## config.mk

```make
export PLATFORM = sky130hd
export DESIGN_NAME = rom_rd_arb
export DESIGN_NICKNAME = d
export VERILOG_FILES = /design/src/rtl/rom_rd_arb.sv
export SDC_FILE = /design/constraint.sdc
export NUM_CORES = 1
export LEC_CHECK = 0
export CAP_MARGIN = 40
export CORE_ASPECT_RATIO = 1.4
export CORE_MARGIN = 5
export CORE_UTILIZATION = 44
export DETAILED_ROUTE_END_ITERATION = 10
export PLACE_DENSITY = 0.84
export SLEW_MARGIN = 20
export SYNTH_ARGS = -nofsm -noshare
export SYNTH_HDL_FRONTEND = slang
export SYNTH_SLANG_ARGS = --single-unit
```

## constraint.sdc

```tcl
create_clock -name sys_clk -period 2.1 [get_ports sys_clk]
set_input_delay 0.315 -clock sys_clk [delete_from_list [all_inputs] [get_ports sys_clk]]
set_output_delay 0.315 -clock sys_clk [all_outputs]
set_load 0.005 [all_outputs]
```

## src/rtl/rom_rd_arb.sv

```systemverilog
// rom_rd_arb: two-port read arbiter in front of one synchronous ROM.
// Registered req/gnt handshake, round-robin arbitration, and a fixed-latency
// tag pipeline that routes each returned ROM word back to the port that issued it.
// Optional macro ROM_RD_ARB_FIXED_PRIO_EN: port 0 always wins a tie and the
// round-robin pointer is removed.
module rom_rd_arb #(
  parameter int ADDR_W = 8,
  parameter int DATA_W = 8,
  parameter int RD_LAT = 2
) (
  input  logic              sys_clk,
  input  logic              sys_rst_n,
  input  logic              req0,
  input  logic [ADDR_W-1:0] addr0,
  output logic              gnt0,
  output logic              vld0,
  output logic [DATA_W-1:0] rdata0,
  input  logic              req1,
  input  logic [ADDR_W-1:0] addr1,
  output logic              gnt1,
  output logic              vld1,
  output logic [DATA_W-1:0] rdata1,
  output logic [ADDR_W-1:0] rom_addr,
  input  logic [DATA_W-1:0] rom_q,
  output logic              busy
);

  logic              elig0;
  logic              elig1;
  logic              grant_any;
  logic              pick1;
  logic [RD_LAT-1:0] tag_vld;
  logic [RD_LAT-1:0] tag_id;
  logic [RD_LAT-1:0] tag_vld_nxt;
  logic [RD_LAT-1:0] tag_id_nxt;
  logic              tail_vld;
  logic              tail_id;

`ifndef ROM_RD_ARB_FIXED_PRIO_EN
  logic              rr_ptr;  // 0: port 0 preferred, 1: port 1 preferred
`endif

  // Eligibility (a port is masked during its own grant cycle) and winner selection.
  always_comb begin
    // NOTE: every signal written here gets a value on every path, so no latch is inferred.
    elig0     = req0 & ~gnt0;
    elig1     = req1 & ~gnt1;
    grant_any = elig0 | elig1;
`ifdef ROM_RD_ARB_FIXED_PRIO_EN
    pick1     = elig1 & ~elig0;
`else
    pick1     = elig1 & (~elig0 | rr_ptr);
`endif
  end

  // Next state of the tag pipeline: stage 0 takes the new grant, the rest shift.
  always_comb begin
    tag_vld_nxt    = '0;
    tag_id_nxt     = '0;
    tag_vld_nxt[0] = grant_any;
    tag_id_nxt[0]  = pick1;
    for (int i = 1; i < RD_LAT; i++) begin
      tag_vld_nxt[i] = tag_vld[i-1];
      tag_id_nxt[i]  = tag_id[i-1];
    end
  end

  assign tail_vld = tag_vld[RD_LAT-1];
  assign tail_id  = tag_id[RD_LAT-1];

  // Grant pulses and the ROM address register; rom_addr holds when nobody is granted.
  always_ff @(posedge sys_clk or negedge sys_rst_n) begin
    if (!sys_rst_n) begin
      gnt0     <= 1'b0;
      gnt1     <= 1'b0;
      rom_addr <= '0;
    end else begin
      // NOTE: sequential state uses non-blocking assignments so every flop samples pre-edge values.
      gnt0 <= elig0 & ~pick1;
      gnt1 <= pick1;
      if (grant_any) begin
        rom_addr <= pick1 ? addr1 : addr0;
      end
    end
  end

`ifndef ROM_RD_ARB_FIXED_PRIO_EN
  // Round-robin pointer moves to the loser only when both ports competed.
  always_ff @(posedge sys_clk or negedge sys_rst_n) begin
    if (!sys_rst_n) begin
      rr_ptr <= 1'b0;
    end else if (elig0 && elig1) begin
      rr_ptr <= ~rr_ptr;
    end
  end
`endif

  // Tag pipeline and busy flag, registered together so busy tracks outstanding reads.
  always_ff @(posedge sys_clk or negedge sys_rst_n) begin
    if (!sys_rst_n) begin
      // NOTE: the tag pipeline is reset, unlike a data RAM, because a stale valid bit would fire vld after reset.
      tag_vld <= '0;
      tag_id  <= '0;
      busy    <= 1'b0;
    end else begin
      tag_vld <= tag_vld_nxt;
      tag_id  <= tag_id_nxt;
      busy    <= |tag_vld_nxt;
    end
  end

  // Return path: the entry leaving the last stage captures rom_q for its port.
  always_ff @(posedge sys_clk or negedge sys_rst_n) begin
    if (!sys_rst_n) begin
      vld0   <= 1'b0;
      vld1   <= 1'b0;
      rdata0 <= '0;
      rdata1 <= '0;
    end else begin
      vld0 <= tail_vld & ~tail_id;
      vld1 <= tail_vld & tail_id;
      if (tail_vld && !tail_id) begin
        rdata0 <= rom_q;
      end
      if (tail_vld && tail_id) begin
        rdata1 <= rom_q;
      end
    end
  end

endmodule

```

==> results of run 1 <==
[logic make-up (layout without fill, tap and decap cells)]
logic type | Yosys count | after routing | share of synthesized area, %
muxes | 16 | 16 | 14.2
DFF | 33 | 33 | 65.2
AOI/OAI and AO/OA | 9 | 9 | 8.60
buffers and inverters | 6 | 67 | 2.57
xor gates and xnor gates | 1 | 1 | 0.692
and+or+nand+nor | 17 | 17 | 8.70
[metal layers]
layer	part of all wire, %	wire length, microns	track usage [%]	vias to the layer above
li1	-	-	-	412
met1	37	1020	14.8	412
met2	49	1360	26.2	55
met3	11	308	8.44	7
met4	2.6	72	8.11	0
met5	0	0	0	-
[final cells by class]
cell class,instances,area (sq um)
fill,215,875
sequential,33,826
timing repair buffer,57,568
multi-input combinational,43,408
clock buffer,7,86.3
tap,37,46.3
inverter,3,11.3
[sequential cells by signal (all words and copies together) (netlist names)]
name,flops
rr_ptr,1
rom_addr,8
rdata0,8
busy,1
tag_id,2
tag_vld,2
gnt0,1
vld0,1
rdata1,8
vld1,1
[Yosys cell counts]
cell and number:
o221a_2 8, buf_6 1, or2_1 1, or3_1 8
or2b_1 1, nand2_1 1, mux2_1 3, nand2b_1 1
inv_2 1, xor2_1 1, dfrtp_1 33, nor2_1 2
buf_2 2, inv_1 2, nand2_2 1, nand2b_4 1
mux2_2 13, o21bai_4 1, and3b_1 1
[how the worst min path moves through the flow]
stage,startpoint,cells past startpoint,to,slack [ps]
global placement,tag_vld[0],0,tag_vld[1],360
detailed placement,tag_vld[0],0,tag_vld[1],360
global route,tag_vld[0],0,tag_vld[1],370
finish,tag_vld[0],0,tag_vld[1],370
CTS,tag_vld[0],0,tag_vld[1],370
floorplan,sys_rst_n,0,busy,20
[where the power goes]
| part | switching (mW) | internal [mW] | leakage, nW |
|---|---|---|---|
| clock | 0.199 | 0.259 | 0.0443 |
| sequential | 0.126 | 0.851 | 0.382 |
| combinational | 0.241 | 0.546 | 0.388 |
[stage by stage]
step	hold slack [ps]	cell area [sq um]	cells	utilization, %	worst slack (ps)
floorplan	19.4	1270	82	-	853
global placement	356	1860	173	65.9	447
detailed placement	357	1860	173	65.9	393
CTS	371	1950	180	69.0	576
global route	374	1950	180	69.0	528
finish	367	1950	180	69.0	592
==> out/summary.txt, run 1 <==
========================================================================================
First drt pass iteration count                                                         4
Number of standard-cell rows in the floorplan                                         23
Width of the die                                                            55.3 microns
CTS root buf                                                                    clkbuf_8
Endpoint of the worst setup timing path                                             gnt1
Synthesized area divided by synthesized cell count                            15.4 sq um
Synth warnings                                                                         0
Net count, final                                                                     171
Clk sinks                                                                             33
Biggest area contributors in the synthesized netlist                        dfrtp_1 65%, mux2_2 12%, o221a_2 7.1%
Commonest cells after routing, fill and taps aside                          56 x clkdlybuf4s50_1, 33 x dfrtp_1, 13 x mux2_2
Initial core utilization                                                           44.9%
Cell type with the highest aggregate area in the netlist                         dfrtp_1
Wire length of the first global-routing pass                                4710 microns
Setup Total Neg Slack                                                               0 ps
Count of cell types in the netlist                                                    19
Number of buffers inserted for hold repair after clock tree synthesis                  0
Synthesized flop and latch total                                                      33
Final setup fails                                                                      0
Total half-perimeter wirelength after legalization and detailed placement   2260 microns
Hold crit path type                                                              reg2reg
Final slew viol count                                                                  0
Area Growth Syn to Fin                                                             53.7%
Iteration-0 DRC count of the detailed router                                          12
Clock transition at the registers of the reported paths                            60 ps
Worst slew margin relative to its limit                                            71.7%
Largest vdd supply drop                                                           646 uV
Vias post-DR                                                                         886
Longest individual stage delay on the worst path                                  520 ps
Cell count along the critical path                                                     1
Core area                                                                     2820 sq um
CTS H-tree lvls                                                                        2
Cells after Synth                                                                     82
Portion of the clock cycle consumed by the worst path in the final layout          71.8%
Die height                                                                  73.5 microns
Proportion of layout cells with a drive suffix above 1                             22.4%
Data required time at the worst endpoint                                         1780 ps
Final routed DRC violation total                                                       0
Total track usage                                                                  15.3%
N_diodes                                                                               0
Number of global-route vias before repair                                           1007
Max-cap violations                                                                     0
Area fraction of the dominant cell type after synthesis                            65.2%
Critical register-to-register path endpoint                                  rom_addr[0]
Critical Path Source Type                                                      flip-flop
Pwr Total                                                                        2.22 mW
Total overflow reported by the global router                                           0
Total Die Area                                                                4070 sq um
RSZ-0062 raised after global routing                                               false
Final GP Congestion                                                                0.725
Critical R2R Launch                                                            tag_id[0]
Port-buffer cells                                                                     56
Initial antenna violation count                                                        0
Maximum net fanout on the critical path                                                4
Resized cells post-CTS                                                                 0
Maximum number of pins on one net before global-route repair                          34
Drt total wl                                                                2760 microns
Status                                                                      finished clean
Pwr Density                                                                 1140 nW/um^2
Critical path class                                                              reg2out
TritonCTS clock tree                                                               built
Cell leakage power                                                              0.815 nW
Final min period                                                                 1510 ps
Wire per inst                                                               15.3 microns
I/O pin total                                                                         57
Least-Margin Pin Slew                                                             424 ps
Top delay family on crit path                                               buffers and inverters
Vias per Instance                                                                   4.92
Net count after synthesis                                                            110
Number of buffers added for setup after CTS                                            0
Residual antenna-violating net count after detailed routing                            0
Worst path cell trace                                                       clkdlybuf4s50_1
Max Clk Rate                                                                     663 MHz
Seq/Total Area, Yosys                                                              65.2%
Slowest cell on the critical path                                           clkdlybuf4s50_1
Clock buffer depth                                                                     2
Number of hold violations in the final report                                          0
Most common library cell in the layout ignoring fill and taps               clkdlybuf4s50_1
Sum of buffers and inverters on the critical path                                      1
CP Capture Type                                                              output port
Worst R2R Setup Slack                                                             770 ps
Start point of the critical path                                               tag_id[0]
Summed instance area of the synthesized netlist                               1270 sq um
Reg2Reg Depth                                                                          3
Worst Path Arrival                                                               1190 ps
Number of buffers inserted during clock tree synthesis                                 5
Clock Skew                                                                      0.483 ps
Skew-Pair Late Insertion Delay                                                    270 ps
========================================================================================
No activity file was read; power rests on OpenSTA's default activity.
==> run 2: changes to the inputs <==
CORE_UTILIZATION = 40   (was 44)
PLACE_DENSITY = 0.77   (was 0.84)
clock period = 1.6 ns   (was 2.1 ns; I/O delays follow)
==> out/summary.txt, run 2 (synthesized netlist as in run 1, its figures left out) <==
========================================================================================
Clk sinks                                                                             33   unchanged
Worst Path Arrival                                                               1180 ps   was 1190 ps
Max Clk Rate                                                                     706 MHz
N_diodes                                                                               0   unchanged
Core area                                                                     3090 sq um   was 2820 sq um
Final slew viol count                                                                  0   unchanged
RSZ-0062 raised after global routing                                               false   unchanged
Register Area                                                                  826 sq um   unchanged
Pwr Density                                                                 1490 nW/um^2   was 1140 nW/um^2
Sum of buffers and inverters on the critical path                                      1   unchanged
Slowest cell on the critical path                                           clkdlybuf4s50_1   unchanged
TritonCTS clock tree                                                               built   unchanged
Start point of the critical path                                               tag_id[0]   unchanged
Final setup fails                                                                      0   unchanged
Pwr Total                                                                        2.89 mW   was 2.22 mW
Number of buffers inserted during clock tree synthesis                                 5   unchanged
Total track usage                                                                  13.7%   was 15.3%
Critical R2R Launch                                                            tag_id[0]   unchanged
Registers with the most flip-flops                                          rdata0: 8 flops, rdata1: 8 flops, rom_addr: 8 flops   unchanged
Reg2Reg Depth                                                                          3   unchanged
Top delay family on crit path                                               buffers and inverters   unchanged
Setup Total Neg Slack                                                               0 ps   unchanged
Clock buffer depth                                                                     2   unchanged
Number of buffers inserted for hold repair after clock tree synthesis                  0   unchanged
Width of the die                                                            57.6 microns   was 55.3 microns
Wire length of the first global-routing pass                                4640 microns   was 4710 microns
Portion of the clock cycle consumed by the worst path in the final layout          88.6%
Largest vdd supply drop                                                           740 uV   was 646 uV
Worst path cell trace                                                       clkdlybuf4s50_1   unchanged
Number of global-route vias before repair                                           1005   was 1007
Area Growth Syn to Fin                                                             53.9%   was 53.7%
Drt total wl                                                                2650 microns   was 2760 microns
Status                                                                      finished clean   unchanged
Skew-Pair Late Insertion Delay                                                    270 ps   about the same
Hold crit path type                                                              reg2reg   unchanged
Cell count along the critical path                                                     1   unchanged
Iteration-0 DRC count of the detailed router                                           8   was 12
Initial core utilization                                                           40.9%   was 44.9%
Total half-perimeter wirelength after legalization and detailed placement   2110 microns   was 2260 microns
Port-buffer cells                                                                     56   unchanged
Vias per Instance                                                                   4.86   was 4.92
Critical register-to-register path endpoint                                  rom_addr[6]   was rom_addr[0]
Residual antenna-violating net count after detailed routing                            0   unchanged
Number of filler cells placed in the layout                                          226   was 215
Most common library cell in the layout ignoring fill and taps               clkdlybuf4s50_1   unchanged
Maximum net fanout on the critical path                                                4   unchanged
Total Die Area                                                                4410 sq um   was 4070 sq um
Total overflow reported by the global router                                           0   unchanged
Number of buffers added for setup after CTS                                            0   unchanged
First drt pass iteration count                                                         3   was 4
Critical Path Source Type                                                      flip-flop   unchanged
Critical path class                                                              reg2out   unchanged
Commonest cells after routing, fill and taps aside                          56 x clkdlybuf4s50_1, 33 x dfrtp_1, 13 x mux2_2   unchanged
Wire per inst                                                               14.6 microns   was 15.3 microns
Net count, final                                                                     171   unchanged
Data required time at the worst endpoint                                         1360 ps   was 1780 ps
Area used by multi-input combinational logic                                   408 sq um   unchanged
Vias post-DR                                                                         884   was 886
Least-Margin Pin Slew                                                             420 ps   was 424 ps
Resized cells post-CTS                                                                 0   unchanged
Proportion of layout cells with a drive suffix above 1                             22.4%   unchanged
Hold Crit Depth                                                                        0   unchanged
Number of hold violations in the final report                                          0   unchanged
Initial antenna violation count                                                        0   unchanged
Maximum number of pins on one net before global-route repair                          34   unchanged
Worst slew margin relative to its limit                                            71.9%   was 71.7%
Number of standard-cell rows in the floorplan                                         24   was 23
I/O pin total                                                                         57   unchanged
Cell leakage power                                                              0.815 nW   unchanged
Worst R2R Setup Slack                                                             290 ps   was 770 ps
Endpoint of the worst setup timing path                                             gnt1   unchanged
Die height                                                                  76.6 microns   was 73.5 microns
Final routed DRC violation total                                                       0   unchanged
Final GP Congestion                                                                0.704   was 0.725
CP Capture Type                                                              output port   unchanged
Longest individual stage delay on the worst path                                  520 ps   about the same
Max-cap violations                                                                     0   unchanged
Clock transition at the registers of the reported paths                            60 ps   about the same
Final min period                                                                 1420 ps
Clock Skew                                                                       4.96 ps   was 0.483 ps
CTS H-tree lvls                                                                        2   unchanged
CTS root buf                                                                    clkbuf_8   unchanged
========================================================================================
run 2: cell counts in the layout (fill, tap and decap cells not counted):
No cell type changed its count.
run 2: worst min-delay path by stage:
stage,startpoint,endpoint,slack [ps]
2_1_floorplan,sys_rst_n,busy,-60
3_3_place_gp,tag_vld[0],tag_vld[1],350
3_5_place_dp,tag_vld[0],tag_vld[1],370
4_1_cts,sys_rst_n,rdata1[3],380
5_1_grt,tag_vld[0],tag_vld[1],400
6_report,tag_vld[0],tag_vld[1],370
run 2: area by class of cell:
| class | instances | share of cell area, % |
|---|---|---|
| clock buffer | 7 | 4.43 |
| inverter | 3 | 0.578 |
| multi-input combinational | 43 | 20.9 |
| sequential | 33 | 42.4 |
| tap | 39 | 2.50 |
| timing repair buffer | 57 | 29.2 |
run 2: metrics by stage:
step                instance area, sq um  hold WS [ps]  instances  utilization (%)  setup slack (ps)
finish                              1950           373        182             63.0               183
global route                        1950           396        182             63.0               126
CTS                                 1950           382        182             63.0               165
detailed placement                  1860           368        175             60.2             -28.9
global placement                    1860           353        175             60.2              23.8
floorplan                           1270         -55.6         82                -               353
run 2: where the power goes:
part	switching [mW]	internal (mW)
logic	0.309	0.716
registers	0.155	1.12
clock network	0.257	0.340
total	0.721	2.17
run 2: routing by layer:
layer | global-route usage, % | vias up | routed length, microns | share of wire (%)
met1 | 14.9 | 410 | 985 | 37
met4 | 4.87 | 0 | 18 | 0.68
met5 | 0 | - | 0 | 0
met3 | 8.31 | 2 | 371 | 14
li1 | - | 416 | - | -
met2 | 21.4 | 56 | 1280 | 48
